--- config.mk ---
export PLATFORM = sky130hd
export DESIGN_NAME = mem_bus_arbiter
export DESIGN_NICKNAME = d
export VERILOG_FILES = /design/src/rtl/mem_bus_arbiter.sv
export SDC_FILE = /design/constraint.sdc
export NUM_CORES = 1
export LEC_CHECK = 0
export BUFFER_PORTS_ARGS = -buffer_cell sky130_fd_sc_hd__buf_2
export CAP_MARGIN = 25
export CORE_MARGIN = 8
export CORE_UTILIZATION = 47
export CTS_CLUSTER_SIZE = 20
export DETAILED_ROUTE_END_ITERATION = 12
export GPL_TIMING_DRIVEN = 0
export PLACE_DENSITY = 0.84
export SLEW_MARGIN = 20
export SYNTH_ARGS = -nofsm -noshare
export SYNTH_HDL_FRONTEND = slang
export SYNTH_SLANG_ARGS = --single-unit
--- constraint.sdc ---
create_clock -name clk -period 1.9 [get_ports clk]
set_input_delay 0 -clock clk [delete_from_list [all_inputs] [get_ports clk]]
set_output_delay 0 -clock clk [all_outputs]
set_load 0.1 [all_outputs]
--- src/rtl/mem_bus_arbiter.sv ---
// ============================================================================
// Module      : mem_bus_arbiter
// Description : Shares one single-port memory between an instruction bus and a
//               data bus. One transaction in flight, with a one-cycle ready
//               pulse per completion and an optional ISSUE-phase timeout.
//               Define ARB_RR_EN for round-robin arbitration. Otherwise dbus
//               has fixed priority over ibus.
// Revision    : 1.0 - initial release
// ============================================================================
`default_nettype none

module mem_bus_arbiter #(
    parameter int ADDR_W  = 32,
    parameter int DATA_W  = 32,
    parameter int MASK_W  = 4,
    parameter int TIMEOUT = 255
) (
    input  logic              clk,
    input  logic              rst,
    input  logic              I_ibus_req,
    input  logic              I_ibus_we,
    input  logic [ADDR_W-1:0] I_ibus_addr,
    input  logic [DATA_W-1:0] I_ibus_data,
    input  logic [MASK_W-1:0] I_ibus_mask,
    output logic [DATA_W-1:0] O_ibus_data,
    output logic              O_ibus_ready,
    input  logic              I_dbus_req,
    input  logic              I_dbus_we,
    input  logic [ADDR_W-1:0] I_dbus_addr,
    input  logic [DATA_W-1:0] I_dbus_data,
    input  logic [MASK_W-1:0] I_dbus_mask,
    output logic [DATA_W-1:0] O_dbus_data,
    output logic              O_dbus_ready,
    output logic              O_mem_req,
    output logic              O_mem_we,
    output logic [ADDR_W-1:0] O_mem_addr,
    output logic [DATA_W-1:0] O_mem_data,
    output logic [MASK_W-1:0] O_mem_mask,
    input  logic [DATA_W-1:0] I_mem_data,
    input  logic              I_mem_ready,
    output logic              O_bus_err,
    output logic [1:0]        O_grant
);

    typedef enum logic [1:0] {
        ST_IDLE  = 2'd0,
        ST_ISSUE = 2'd1,
        ST_RESP  = 2'd2
    } state_t;

    localparam int                c_CNT_W    = (TIMEOUT > 1) ? $clog2(TIMEOUT) : 1;
    localparam logic [c_CNT_W-1:0] c_TO_LAST = c_CNT_W'((TIMEOUT > 0) ? TIMEOUT - 1 : 0);
    localparam logic [DATA_W-1:0] c_ERR_DATA = DATA_W'(32'hDEAD_BEEF);

    state_t              r_state_q,      w_state_d;
    logic [c_CNT_W-1:0]  r_cnt_q,        w_cnt_d;
    logic [1:0]          r_grant_q,      w_grant_d;
    logic                r_mem_req_q,    w_mem_req_d;
    logic                r_mem_we_q,     w_mem_we_d;
    logic [ADDR_W-1:0]   r_mem_addr_q,   w_mem_addr_d;
    logic [DATA_W-1:0]   r_mem_data_q,   w_mem_data_d;
    logic [MASK_W-1:0]   r_mem_mask_q,   w_mem_mask_d;
    logic [DATA_W-1:0]   r_ibus_data_q,  w_ibus_data_d;
    logic                r_ibus_ready_q, w_ibus_ready_d;
    logic [DATA_W-1:0]   r_dbus_data_q,  w_dbus_data_d;
    logic                r_dbus_ready_q, w_dbus_ready_d;
    logic                r_bus_err_q,    w_bus_err_d;

    logic                w_pick_dbus;
    logic                w_resp_en;
    logic [DATA_W-1:0]   w_resp_data;

`ifdef ARB_RR_EN
    // Pointer remembers the last bus granted; reset value means "dbus last".
    logic r_last_dbus_q, w_last_dbus_d;

    always_comb begin
        w_pick_dbus   = I_dbus_req && (!I_ibus_req || !r_last_dbus_q);
        w_last_dbus_d = r_last_dbus_q;
        if (r_state_q == ST_IDLE && (I_ibus_req || I_dbus_req)) begin
            w_last_dbus_d = w_pick_dbus;
        end
    end

    always_ff @(posedge clk) begin
        if (rst) begin
            r_last_dbus_q <= 1'b1;
        end else begin
            r_last_dbus_q <= w_last_dbus_d;
        end
    end
`else
    assign w_pick_dbus = I_dbus_req;
`endif

    always_comb begin
        w_state_d      = r_state_q;
        w_cnt_d        = r_cnt_q;
        w_grant_d      = r_grant_q;
        w_mem_req_d    = r_mem_req_q;
        w_mem_we_d     = r_mem_we_q;
        w_mem_addr_d   = r_mem_addr_q;
        w_mem_data_d   = r_mem_data_q;
        w_mem_mask_d   = r_mem_mask_q;
        w_ibus_data_d  = r_ibus_data_q;
        w_dbus_data_d  = r_dbus_data_q;
        w_ibus_ready_d = 1'b0;
        w_dbus_ready_d = 1'b0;
        w_bus_err_d    = 1'b0;
        w_resp_en      = 1'b0;
        w_resp_data    = I_mem_data;

        case (r_state_q)
            ST_IDLE: begin
                w_cnt_d = '0;
                if (I_ibus_req || I_dbus_req) begin
                    w_state_d    = ST_ISSUE;
                    w_mem_req_d  = 1'b1;
                    w_grant_d    = w_pick_dbus ? 2'b10 : 2'b01;
                    w_mem_we_d   = w_pick_dbus ? I_dbus_we   : I_ibus_we;
                    w_mem_addr_d = w_pick_dbus ? I_dbus_addr : I_ibus_addr;
                    w_mem_data_d = w_pick_dbus ? I_dbus_data : I_ibus_data;
                    w_mem_mask_d = w_pick_dbus ? I_dbus_mask : I_ibus_mask;
                end
            end
            ST_ISSUE: begin
                w_cnt_d = r_cnt_q + c_CNT_W'(1);
                if (I_mem_ready) begin
                    w_resp_en = 1'b1;
                end else if ((TIMEOUT != 0) && (r_cnt_q == c_TO_LAST)) begin
                    w_resp_en   = 1'b1;
                    w_resp_data = c_ERR_DATA;
                    w_bus_err_d = 1'b1;
                end
                // Ready and data are registered so they appear in RESP.
                if (w_resp_en) begin
                    w_state_d      = ST_RESP;
                    w_mem_req_d    = 1'b0;
                    w_ibus_ready_d = r_grant_q[0];
                    w_dbus_ready_d = r_grant_q[1];
                    if (r_grant_q[0]) w_ibus_data_d = w_resp_data;
                    if (r_grant_q[1]) w_dbus_data_d = w_resp_data;
                end
            end
            ST_RESP: begin
                w_state_d = ST_IDLE;
                w_grant_d = 2'b00;
            end
            default: begin
                w_state_d = ST_IDLE;
            end
        endcase
    end

    always_ff @(posedge clk) begin
        if (rst) begin
            r_state_q      <= ST_IDLE;
            r_cnt_q        <= '0;
            r_grant_q      <= 2'b00;
            r_mem_req_q    <= 1'b0;
            r_mem_we_q     <= 1'b0;
            r_mem_addr_q   <= '0;
            r_mem_data_q   <= '0;
            r_mem_mask_q   <= '0;
            r_ibus_data_q  <= '0;
            r_ibus_ready_q <= 1'b0;
            r_dbus_data_q  <= '0;
            r_dbus_ready_q <= 1'b0;
            r_bus_err_q    <= 1'b0;
        end else begin
            r_state_q      <= w_state_d;
            r_cnt_q        <= w_cnt_d;
            r_grant_q      <= w_grant_d;
            r_mem_req_q    <= w_mem_req_d;
            r_mem_we_q     <= w_mem_we_d;
            r_mem_addr_q   <= w_mem_addr_d;
            r_mem_data_q   <= w_mem_data_d;
            r_mem_mask_q   <= w_mem_mask_d;
            r_ibus_data_q  <= w_ibus_data_d;
            r_ibus_ready_q <= w_ibus_ready_d;
            r_dbus_data_q  <= w_dbus_data_d;
            r_dbus_ready_q <= w_dbus_ready_d;
            r_bus_err_q    <= w_bus_err_d;
        end
    end

    assign O_ibus_data  = r_ibus_data_q;
    assign O_ibus_ready = r_ibus_ready_q;
    assign O_dbus_data  = r_dbus_data_q;
    assign O_dbus_ready = r_dbus_ready_q;
    assign O_mem_req    = r_mem_req_q;
    assign O_mem_we     = r_mem_we_q;
    assign O_mem_addr   = r_mem_addr_q;
    assign O_mem_data   = r_mem_data_q;
    assign O_mem_mask   = r_mem_mask_q;
    assign O_bus_err    = r_bus_err_q;
    assign O_grant      = r_grant_q;

endmodule

`default_nettype wire

# Word level (Yosys, flattened, before mapping)
# Index checks and enable logic that the tools add are counted.
[word_totals] ff_bits=149 input_bits=175 word_cells=52
[classes] muxes=19 eq_ne=5 add_sub_neg=1 reduce_logical=12 n_bitwise=2
[op_table] op="$mux W32" count=4
[op_table] op="$pmux W8 S2" count=1
[op_table] op="$reduce_and A3 Y1" count=3
[op_table] op="$add A8 B1 Y8 const B" count=1
[op_table] op="$eq A8 B8 Y1 const B" count=1
[op_table] op="$mux W2" count=4
[op_table] op="$pmux W2 S2" count=2
[op_table] op="$mux W1" count=6
[op_table] op="$reduce_and A2 Y1" count=3
[op_table] op="$reduce_or A3 Y1" count=2
[op_table] op="$mux W4" count=1
[op_table] op="$ne A2 B2 Y1 const B" count=2
[op_table] op="$reduce_bool A2 Y1" count=2
[op_table] op="$eq A2 B1 Y1 const B" count=1
[op_table] op="$eq A2 B2 Y1 const B" count=1
[op_table] op="$logic_not A2 Y1" count=1
[op_table] op="$not A1 Y1" count=2
[op_table] op="$pmux W1 S2" count=1
[op_table] op="$logic_or A1 B1 Y1" count=1

# Longest topological paths before layout
[depth] word_depth=6 mapped_depth=8

# Worst setup path before layout
# OpenSTA, ideal clock, no wires.
[synth_path] path_type="register to register" from="register r_grant_q[0] (netlist: O_grant[0])" to="register r_ibus_data_q[24] (netlist: O_ibus_data[24])" path_buffers=2 path_slack_ns=-0.171 path_stages_with_launch=6 arrival_time_ns=1.980 setup_time_ns=0.091 cell_sequence="dfxtp_1 > and3b_1 > clkbuf_1 > buf_2 > a31oi_1 > a311oi_1"
[synth_between] elab_chain_cells=1
[synth_rtl] element="start: declaration" line="57" text="logic [1:0] r_grant_q, w_grant_d;"
[synth_rtl] element="start signal: assignment" line="173" text="r_grant_q <= w_grant_d;"
[synth_rtl] element="$reduce_and A3 Y1 (no line)"
[synth_rtl] element="end signal: assignment" line="179" text="r_ibus_data_q <= w_ibus_data_d;"
[synth_rtl] element="end: declaration" line="63" text="logic [DATA_W-1:0] r_ibus_data_q, w_ibus_data_d;"
# Every way passes these cells.
# A chain may end at the register's enable or synchronous reset.

# Worst setup path in the final report
[layout_path] from="register r_cnt_q[0]" to="register r_ibus_data_q[2] (netlist: O_ibus_data[2])"
[layout_between] elab_chain_cells=5 word_cells_on_any_way=7
[layout_rtl] element="start: declaration" line="56" text="logic [c_CNT_W-1:0] r_cnt_q, w_cnt_d;"
[layout_rtl] element="start signal: assignment" line="172" text="r_cnt_q <= w_cnt_d;"
[layout_rtl] element="$eq A8 B8 Y1 (*)" line="130" text="end else if ((TIMEOUT != 0) && (r_cnt_q == c_TO_LAST)) begin"
[layout_rtl] element="$mux W1" line="130"
[layout_rtl] element="$mux W1" line="128" text="if (I_mem_ready) begin"
[layout_rtl] element="$mux W1" line="113" text="case (r_state_q)"
[layout_rtl] element="$reduce_and A3 Y1 (no line)"
# Every way passes the cells marked *; elsewhere a longest branch is shown, timed or not. The select of a mux whose other input is x is not followed.

==> flow_metrics.env <==
export IMPL_fin_worst_setup_slack_ns=0.146
export IMPL_drtAntennaViolNets=0
export IMPL_drt_vias_per_instance=5.87
export IMPL_nets=1392
export IMPL_dp_slack_ns=-0.000923
export IMPL_layout_common_cells="buf_2, dlygate4sd3_1, dfxtp_1"
export IMPL_synthesis_yosys_warnings=0
export IMPL_critical_path_endpoint_type="flop"
export IMPL_clock_fmax_mhz=570
export IMPL_crit_reg2reg_launch="r_cnt_q[0]$_SDFFE_PP0P_"
export IMPL_floorplan_initialDensity=0.478
export IMPL_worst_ep_arrival_time_ns=2.04
export IMPL_worstSkewPairLatency_ns=0.42
export IMPL_tritoncts_num_sinks=149
export IMPL_final_max_slew_violation_count=0
export IMPL_crit_slowest_cell="clkbuf_1"
export IMPL_clock_path_buffers=2
export IMPL_boundaryPins=314
export IMPL_layout_drive_gt1_share=0.314
export IMPL_whs_ns=-0.0119
export IMPL_violations="negative hold slack"
export IMPL_synthesis_area_um2=6610
export IMPL_share_clk_of_total_power=0.338
export IMPL_grt_max_degree=17
export IMPL_max_cap_viol_count=0
export IMPL_die_area_um2=18100
export IMPL_dr_pass1_iters=6
export IMPL_cts_max_level=4
export IMPL_path_cells="inv_1 -> ha_1 -> nand3_1 -> o21ba_2 -> clkbuf_1 -> o21ai_1"
export IMPL_synthesis_nets=904
export IMPL_power_density_nw_per_um2=1000
export IMPL_slowest_delay_ns=0.41
export IMPL_share_of_flip_flops_with_an_asynchronous_set_or_reset=0
export IMPL_comb_power_share=0.330
export IMPL_leakagePower_nw=4.76
export IMPL_worst_ir_drop_on_vdd_v=0.000595
export IMPL_first_element_of_the_critical_path="r_cnt_q[0]$_SDFFE_PP0P_"
export IMPL_grt_antenna_before_repair=3
export IMPL_seq_power_share=0.331
export IMPL_critical_path_required_ns=2.19
export IMPL_internal_power_mw=6.54
export IMPL_first_pass_grt_wire_length_mm=46.6
export IMPL_critical_path_buf_inv_count=2
export IMPL_critPathLaunchType="flop"
export IMPL_grt_usage=0.326
export IMPL_synth_seq_area_share=0.452
export IMPL_synth_flop_cell="dfxtp_1"
export IMPL_path_clk_slew_ns=0.06
export IMPL_post_drt_wl_per_cell_um=21.6
export IMPL_area_growth_synth_to_final_pct=61.1
export IMPL_multi_input_comb_area_um2=3320
export IMPL_cells_taking_the_most_area_after_synthesis="dfxtp_1, mux2i_1, o21ai_0, a211oi_1, a21oi_1"
export IMPL_synth_largest_area_cell="dfxtp_1"
export IMPL_seq_area_um2=2990
export IMPL_final_setup_tns_ns=0
export IMPL_max_slew_worst_pin_slew_ns=0.852
export IMPL_grt_setup_unrepaired="false"
export IMPL_route_vias_total=8276
export IMPL_synth_top_area_share=0.452
export IMPL_total_overflow_reported_by_the_global_router=0
export IMPL_place_port_buffers=312
export IMPL_routed_wirelength_mm=30.4
export IMPL_final_fill_count=846
export IMPL_floorplan_die_width_um=135
export IMPL_clk_root_buffer_cell="clkbuf_16"
export IMPL_tritoncts_num_buffers=17
export IMPL_synth_seq_cells=149
export IMPL_hold_path_class="in2reg"
export IMPL_synthCells=727
export IMPL_run_status="complete, but fails checks"
export IMPL_fin_worst_skew_ns=0.00846
export IMPL_synth_edff_count=0
export IMPL_gpl_final_weighted_congestion=0.917
export IMPL_layout_commonest_cell="buf_2"
export IMPL_dieHeight_um=135
export IMPL_path_max_fanout=10
export IMPL_core_um2=13800
export IMPL_hold_viol=1
export IMPL_report_power_total_mw=10.7
export IMPL_path_class="reg2reg"
export IMPL_min_period_over_period=0.923
export IMPL_dp_final_hpwl_mm=17.5
export IMPL_worst_path_dominant_cell_family="buffers and inverters"
export IMPL_post_route_min_period_ns=1.75
export IMPL_setup_viol=0
export IMPL_syn_avg_cell_area_um2=9.09
export IMPL_slew_headroom=0.432
export IMPL_placement_rows=43
export IMPL_first_global_vias=8619
export IMPL_yosysUniqueCellTypes=38
export IMPL_switchingPower_mw=4.14
export IMPL_sw_frac_of_total=0.388
export IMPL_tritoncts="yes"
export IMPL_drc=0
export IMPL_hold_path_startpoint="I_ibus_addr[5]"
export IMPL_detailedRoute_firstIterationViolations=702
[synthesized netlist by cell type (3+ instances only)]
library cell  number
dfxtp_1          149
o21ai_0          100
a21oi_1           74
mux2i_1           69
a211oi_1          60
clkbuf_1          57
nor2b_1           51
o21ai_1           48
a311oi_1          16
a31oi_1           16
nand2_1           11
a211oi_2          10
buf_2             10
nor2_1            10
buf_1              4
inv_1              4
nand4b_1           4
buf_6              3
or3_1              3
xor2_1             3
[path summary, 6_finish.rpt]
| check | end | slack (ns) | cells after the start |
|---|---|---|---|
| min reg2reg | r_cnt_q[6]$_SDFFE_PP0P_ | 0.50 | 2 |
| min | O_mem_addr[5]$_SDFFE_PP0P_ | -0.01 | 3 |
| max reg2reg | O_ibus_data[2]$_SDFFE_PP0P_ | 0.15 | 6 |
| max | O_ibus_data[2]$_SDFFE_PP0P_ | 0.15 | 6 |
[stage by stage]
step	area (um2)	std cells	utilization
floorplan	6610	727	-
global placement	8390	1219	0.607
detailed placement	8390	1219	0.607
CTS	10600	1403	0.764
global route	10600	1409	0.769
finish	10600	1410	0.770
[cell families after synthesis]
family / count (synthesis) / synth area share
XOR/XNOR: 4 / 0.00531
adder cells (fa/ha/maj): 2 / 0.00379
flip-flops: 149 / 0.452
AND/OR/NAND/NOR: 95 / 0.0864
buffers and inverters: 79 / 0.0504
multiplexers: 69 / 0.105
AO/OA/AOI/OAI: 329 / 0.298
[routing by layer]
layer / global-route usage / vias to the layer above / share of wire / wire length (um)
met4: 0.263 / 0 / 0.079 / 2420
li1: - / 3668 / - / -
met2: 0.542 / 652 / 0.48 / 14600
met3: 0.103 / 189 / 0.096 / 2930
met1: 0.334 / 3767 / 0.34 / 10500
met5: 0 / - / 0 / 0
[tightest hold or removal path, stage by stage]
cell and delay, ns:
buf_2 0.10, mux2i_1 0.13, a211oi_1 0.11
[cell type report]
| type | count | area share |
|---|---|---|
| Clock buffer | 21 | 0.0442 |
| Sequential cell | 149 | 0.281 |
| Tap cell | 180 | 0.0212 |
| Antenna cell | 4 | 0.000941 |
| Buffer | 75 | 0.0310 |
| Timing Repair Buffer | 469 | 0.294 |
| Clock inverter | 9 | 0.0142 |
| Multi-Input combinational cell | 499 | 0.312 |
| Inverter | 4 | 0.00141 |
[sequential cells by signal (all words and copies together), names as in the netlist]
| signal | flops |
|---|---|
| O_ibus_data | 32 |
| O_mem_req | 1 |
| O_bus_err | 1 |
| O_ibus_ready | 1 |
| O_mem_addr | 32 |
| O_dbus_ready | 1 |
| O_grant | 2 |
| O_mem_data | 32 |
| O_dbus_data | 32 |
| O_mem_we | 1 |
| O_mem_mask | 4 |
| r_cnt_q | 8 |
| r_state_q | 2 |
[power groups by stage]
stage | combinational (mW) | clock (mW) | sequential, mW
after CTS | 3.36 | 3.58 | 3.49
after detailed placement | 3.07 | 0 | 3.56
after floorplan | 0.720 | 0 | 5.21
final | 3.53 | 3.61 | 3.53
after global placement | 3.05 | 0 | 3.55
after global routing | 3.65 | 3.76 | 3.55
[timing repair]
item	CTS	global route
setup buffers	0	2
hold buffers	154	1
hold endpoints to repair	126	1
setup endpoints to repair	0	125
gates resized for setup	0	24
(Power assumes the default switching activity.)
